===== config.mk =====
export PLATFORM = sky130hd
export DESIGN_NAME = dmem_arbiter
export DESIGN_NICKNAME = d
export VERILOG_FILES = /design/src/rtl/dmem_arbiter.sv
export SDC_FILE = /design/constraint.sdc
export NUM_CORES = 1
export LEC_CHECK = 0
export ABC_AREA = 0
export ABC_CLOCK_PERIOD_IN_PS = 2000
export CAP_MARGIN = 20
export CORE_AREA = 2 2 141 143
export CTS_BUF_LIST = sky130_fd_sc_hd__clkbuf_8
export DETAILED_ROUTE_END_ITERATION = 8
export DIE_AREA = 0 0 143 145
export PLACE_DENSITY_LB_ADDON = 0.12
export SLEW_MARGIN = 5
export SYNTH_ARGS = -nofsm -noshare
export SYNTH_HDL_FRONTEND = slang
export SYNTH_SLANG_ARGS = --single-unit

===== constraint.sdc =====
create_clock -name clk -period 2 [get_ports clk]
set_input_delay 0.3 -clock clk [delete_from_list [all_inputs] [get_ports clk]]
set_output_delay 0.3 -clock clk [all_outputs]
set_load 0.01 [all_outputs]

===== src/rtl/dmem_arbiter.sv =====
// rtl/dmem_arbiter.sv - single-port data RAM controller/arbiter for pipeline (P) and loader (L) ports
// Optional statistics counters are built only when DMEM_ARB_STATS_EN is defined.
module dmem_arbiter #(
    parameter int ADDR_W   = 32,
    parameter int DATA_W   = 32,
    parameter int MEM_LAT  = 2,
    parameter int MAX_WAIT = 4
) (
    input  logic              clk,
    input  logic              rst,
    input  logic              p_req,
    input  logic              p_we,
    input  logic [ADDR_W-1:0] p_addr,
    input  logic [DATA_W-1:0] p_wdata,
    output logic [DATA_W-1:0] p_rdata,
    output logic              p_ready,
    input  logic              l_req,
    input  logic              l_we,
    input  logic [ADDR_W-1:0] l_addr,
    input  logic [DATA_W-1:0] l_wdata,
    output logic [DATA_W-1:0] l_rdata,
    output logic              l_ack,
    output logic              ram_we,
    output logic              ram_re,
    output logic [ADDR_W-1:0] ram_addr,
    output logic [DATA_W-1:0] ram_wdata,
    input  logic [DATA_W-1:0] ram_rdata,
    output logic [31:0]       stat_stall_cycles,
    output logic [31:0]       stat_l_grants
);

    localparam int CNT_W = (MEM_LAT > 1) ? $clog2(MEM_LAT) : 1;
    localparam int SW    = $clog2(MAX_WAIT + 1);

    typedef enum logic [1:0] {
        S_IDLE,
        S_ACCESS,
        S_RESP
    } state_t;

    state_t              state_q, state_d;
    logic                owner_q, owner_d;
    logic                we_q, we_d;
    logic [ADDR_W-1:0]   addr_q, addr_d;
    logic [DATA_W-1:0]   wdata_q, wdata_d;
    logic [CNT_W-1:0]    acc_cnt_q, acc_cnt_d;
    logic [SW-1:0]       starve_q, starve_d;
    logic [DATA_W-1:0]   p_rdata_q, p_rdata_d;
    logic [DATA_W-1:0]   l_rdata_q, l_rdata_d;
    logic                grant_l;
    logic                acc_last;

    always_comb begin
        state_d   = state_q;
        owner_d   = owner_q;
        we_d      = we_q;
        addr_d    = addr_q;
        wdata_d   = wdata_q;
        acc_cnt_d = acc_cnt_q;
        starve_d  = starve_q;
        p_rdata_d = p_rdata_q;
        l_rdata_d = l_rdata_q;
        // L only beats a concurrent P request once it has lost MAX_WAIT times in a row
        grant_l   = l_req && (!p_req || (starve_q == SW'(MAX_WAIT)));
        acc_last  = (acc_cnt_q == CNT_W'(MEM_LAT - 1));

        case (state_q)
            S_IDLE: begin
                if (p_req || l_req) begin
                    owner_d   = grant_l;
                    we_d      = grant_l ? l_we    : p_we;
                    addr_d    = grant_l ? l_addr  : p_addr;
                    wdata_d   = grant_l ? l_wdata : p_wdata;
                    acc_cnt_d = '0;
                    state_d   = S_ACCESS;
                    if (grant_l) begin
                        starve_d = '0;
                    end else if (l_req && (starve_q != SW'(MAX_WAIT))) begin
                        starve_d = starve_q + 1'b1;
                    end
                end
            end
            S_ACCESS: begin
                acc_cnt_d = acc_cnt_q + 1'b1;
                if (acc_last) begin
                    state_d = S_RESP;
                    if (!we_q) begin
                        if (owner_q) begin
                            l_rdata_d = ram_rdata;
                        end else begin
                            p_rdata_d = ram_rdata;
                        end
                    end
                end
            end
            S_RESP: begin
                state_d = S_IDLE;
            end
            default: begin
                state_d = S_IDLE;
            end
        endcase
    end

    always_ff @(posedge clk) begin
        if (rst) begin
            state_q   <= S_IDLE;
            owner_q   <= 1'b0;
            we_q      <= 1'b0;
            addr_q    <= '0;
            wdata_q   <= '0;
            acc_cnt_q <= '0;
            starve_q  <= '0;
            p_rdata_q <= '0;
            l_rdata_q <= '0;
        end else begin
            state_q   <= state_d;
            owner_q   <= owner_d;
            we_q      <= we_d;
            addr_q    <= addr_d;
            wdata_q   <= wdata_d;
            acc_cnt_q <= acc_cnt_d;
            starve_q  <= starve_d;
            p_rdata_q <= p_rdata_d;
            l_rdata_q <= l_rdata_d;
        end
    end

    // Strobes decode straight from state so a reset kills them on the very next edge
    assign ram_we    = (state_q == S_ACCESS) && we_q && (acc_cnt_q == '0);
    assign ram_re    = (state_q == S_ACCESS) && !we_q;
    assign ram_addr  = addr_q;
    assign ram_wdata = wdata_q;
    assign p_ready   = (state_q == S_RESP) && !owner_q;
    assign l_ack     = (state_q == S_RESP) && owner_q;
    assign p_rdata   = p_rdata_q;
    assign l_rdata   = l_rdata_q;

`ifdef DMEM_ARB_STATS_EN
    logic [31:0] stall_q, stall_d;
    logic [31:0] lgr_q, lgr_d;

    always_comb begin
        stall_d = stall_q;
        lgr_d   = lgr_q;
        if (p_req && !p_ready) begin
            stall_d = stall_q + 32'd1;
        end
        if ((state_q == S_IDLE) && grant_l) begin
            lgr_d = lgr_q + 32'd1;
        end
    end

    always_ff @(posedge clk) begin
        if (rst) begin
            stall_q <= '0;
            lgr_q   <= '0;
        end else begin
            stall_q <= stall_d;
            lgr_q   <= lgr_d;
        end
    end

    assign stat_stall_cycles = stall_q;
    assign stat_l_grants     = lgr_q;
`else
    assign stat_stall_cycles = 32'd0;
    assign stat_l_grants     = 32'd0;
`endif

endmodule

==> flow_summary.ini <==
[run_status]
status = completed

[synth]
syn_area_sq_um = 6380
syn_inst = 786
avgSynthCellArea_sq_um = 8.12
ys.flop_type = dfxtp_1
synth_edf_count = 0
synth-async-reset-ratio = 0
synth.distinct_cells = 28
synth.area.top_cells = dfxtp_1 43%, a21oi_1 11%, o21ai_0 10%
synth_top_area_frac = 0.427
yosys_warnings = 0
ys_seq_area_frac = 0.427
synth_common_cells = 136 x dfxtp_1, 134 x a21oi_1, 131 x o21ai_0
synth_top_area_cell = dfxtp_1
yosysMostFrequentCell = dfxtp_1
ys_seq_elements = 136

[die]
dieArea_sq_um = 20700
dieHeight_um = 145
rows = 51
die-width_um = 143
pin_count = 362
start_util = 0.332
core_area_sq_um = 19200

[final_layout]
diodes = 0
syn2layout_area_growth_pct = 53.5
nets = 1203
layout-drive-gt1-share = 0.0677
nFillCells = 1871

[power]
irDropWorstVdd_uv = 360
power_density_nw_per_um2 = 706
p_leak_nw = 3.36
totalPowerFinal_mw = 6.91

[critical_path]
critPathLaunch = state_q[1]$_SDFFE_PP0P_
required_ps = 1700
rr_startpoint = starve_q[0]$_SDFFE_PP0P_
cp-end-kind = output port
r2r_cells = 6
critical_path_arrival_ps = 1620
criticalPathCategory = register to output port
cp-start-kind = register
path_max_fanout = 4

[placement]
port_buffers = 297
gp_congestion = 0.762
dpl.hpwl_mm = 14.4
place_ws_ps = 130

[sta]
finalMaxSlewViolations = 0
final-setup-viol-count = 0
relSlewSlack = 0.595
fin_crit_ps = 1920
final_hold_viol_count = 0
skew_ps = 14.6
setup_slack_ps = 80.6
fin_crit_sh = 0.960
fmax_mhz = 521
rsz0062_at_grt = no
worstMarginPinSlew_ps = 608
setup_tns_ps = 0

[detailed_routing]
drtPass1Iterations = 4
wire_per_inst_um = 17.0
wirelength_mm = 22.3
viasPerCell = 5.13
ant_nets = 0
vias = 6734
drtIter0Drc = 343
drc = 0

[clock_network]
cts_made_buffers = 17
cts_root_buffer = clkbuf_8
htreeDepth = 4
cts_tree = done
cts_setup_buffers = 0
cts_num_sinks = 136
clockBufferDepth = 2
clkSlewWorstSetupHoldPaths_ps = 80
clock_latency_ps = 450

[global_route]
antenna_found_initial = 0
grt_pass1_vias = 6379
grtUsageTotal = 0.208
grt_max_degree = 77
grt_overflow = 0
grt_first_pass_wirelength_mm = 34.7

[hold_path]
hp-start = l_req
whs_path_depth = 3
min_path_type = input pin to register

[job]
maxCapViolations = 0
critical path, stage by stage, from the launching register on:
cell             delay (ps)
dfxtp_1                 310
nand2b_1                190
or2_2                   320
nor2_1                   90
clkdlybuf4s15_1         270
cell usage in the layout, fill, tap and decap left out, types with 2 or more instances in the layout:
| master | count |
|---|---|
| nor2_1 | 3 |
| o21ai_0 | 131 |
| clkinv_2 | 4 |
| nand3_1 | 129 |
| clkdlybuf4s50_1 | 292 |
| conb_1 | 64 |
| dlygate4sd2_1 | 2 |
| a21oi_1 | 134 |
| buf_12 | 12 |
| bufinv_16 | 2 |
| clkinv_4 | 2 |
| nor3b_1 | 4 |
| nand2_1 | 4 |
| clkbuf_8 | 18 |
| or3_1 | 2 |
| clkinvlp_4 | 3 |
| a311oi_1 | 65 |
| inv_1 | 5 |
| inv_6 | 3 |
| or2_2 | 3 |
| buf_4 | 15 |
| dfxtp_1 | 135 |
| nor2_4 | 2 |
| ha_1 | 2 |
what timing repair did:
| item | in CTS | in global routing |
|---|---|---|
| setup endpoints to repair | 3 | 1 |
| endpoints found under the hold margin | 0 | 0 |
| hold buffers | 0 | 0 |
| gates resized for setup | 4 | 1 |
power by group:
part / switching (mW) / total [mW] / internal (mW)
combinational: 0.787 / 1.62 / 0.836
sequential: 0.0993 / 2.99 / 2.89
clock: 1.16 / 2.30 / 1.15
stage by stage:
| step | std cells | util | area, sq um | hold slack (ps) |
|---|---|---|---|---|
| 6_report | 1313 | 0.510 | 9790 | 287 |
| 5_1_grt | 1313 | 0.510 | 9790 | 294 |
| 4_1_cts | 1313 | 0.510 | 9790 | 264 |
| 3_5_place_dp | 1281 | 0.489 | 9400 | 466 |
| 3_3_place_gp | 1281 | 0.489 | 9400 | 461 |
| 2_1_floorplan | 849 | - | 6620 | 448 |
kinds of logic after synthesis:
family | Yosys count | synth area share
other | 1 | 0.000588
adder cells (fa/ha/maj) | 2 | 0.00392
AND/OR/NAND/NOR | 152 | 0.125
AO/OA/AOI/OAI | 334 | 0.303
flip-flops | 136 | 0.427
buffers and inverters | 161 | 0.141
final timing paths:
check / endpoint / slack, ps
setup / recovery: ram_we / 80
hold / removal: ram_wdata[16]$_SDFFE_PP0P_ / 290
setup reg to reg: ram_wdata[26]$_SDFFE_PP0P_ / 370
hold reg to reg: p_rdata[5]$_SDFFE_PP0P_ / 470
sequential cells by signal, summed over array words and instances (netlist names):
register and flops:
owner_q 1, ram_addr 32, p_rdata 32, state_q 2, ram_wdata 32, we_q 1
starve_q 3, l_rdata 32, acc_cnt_q 1
per-layer routing:
layer  up-vias  share of wire  GRT usage
met2       303           0.46      0.319
met1      3117           0.41      0.262
met5         -              0          0
met3        41           0.10     0.0809
met4         0          0.027     0.0772
li1       3273              -          -
cell type report:
class	instances	area, sq um	area share
clock buffers	18	248	0.0253
well taps	265	332	0.0339
repair buffers	323	3310	0.338
clock inverters	14	146	0.0149
inverters	5	18.8	0.00192
flip-flops and latches	136	2730	0.278
multi-input cells	552	3010	0.308
Power figures use the tool's default switching activity.
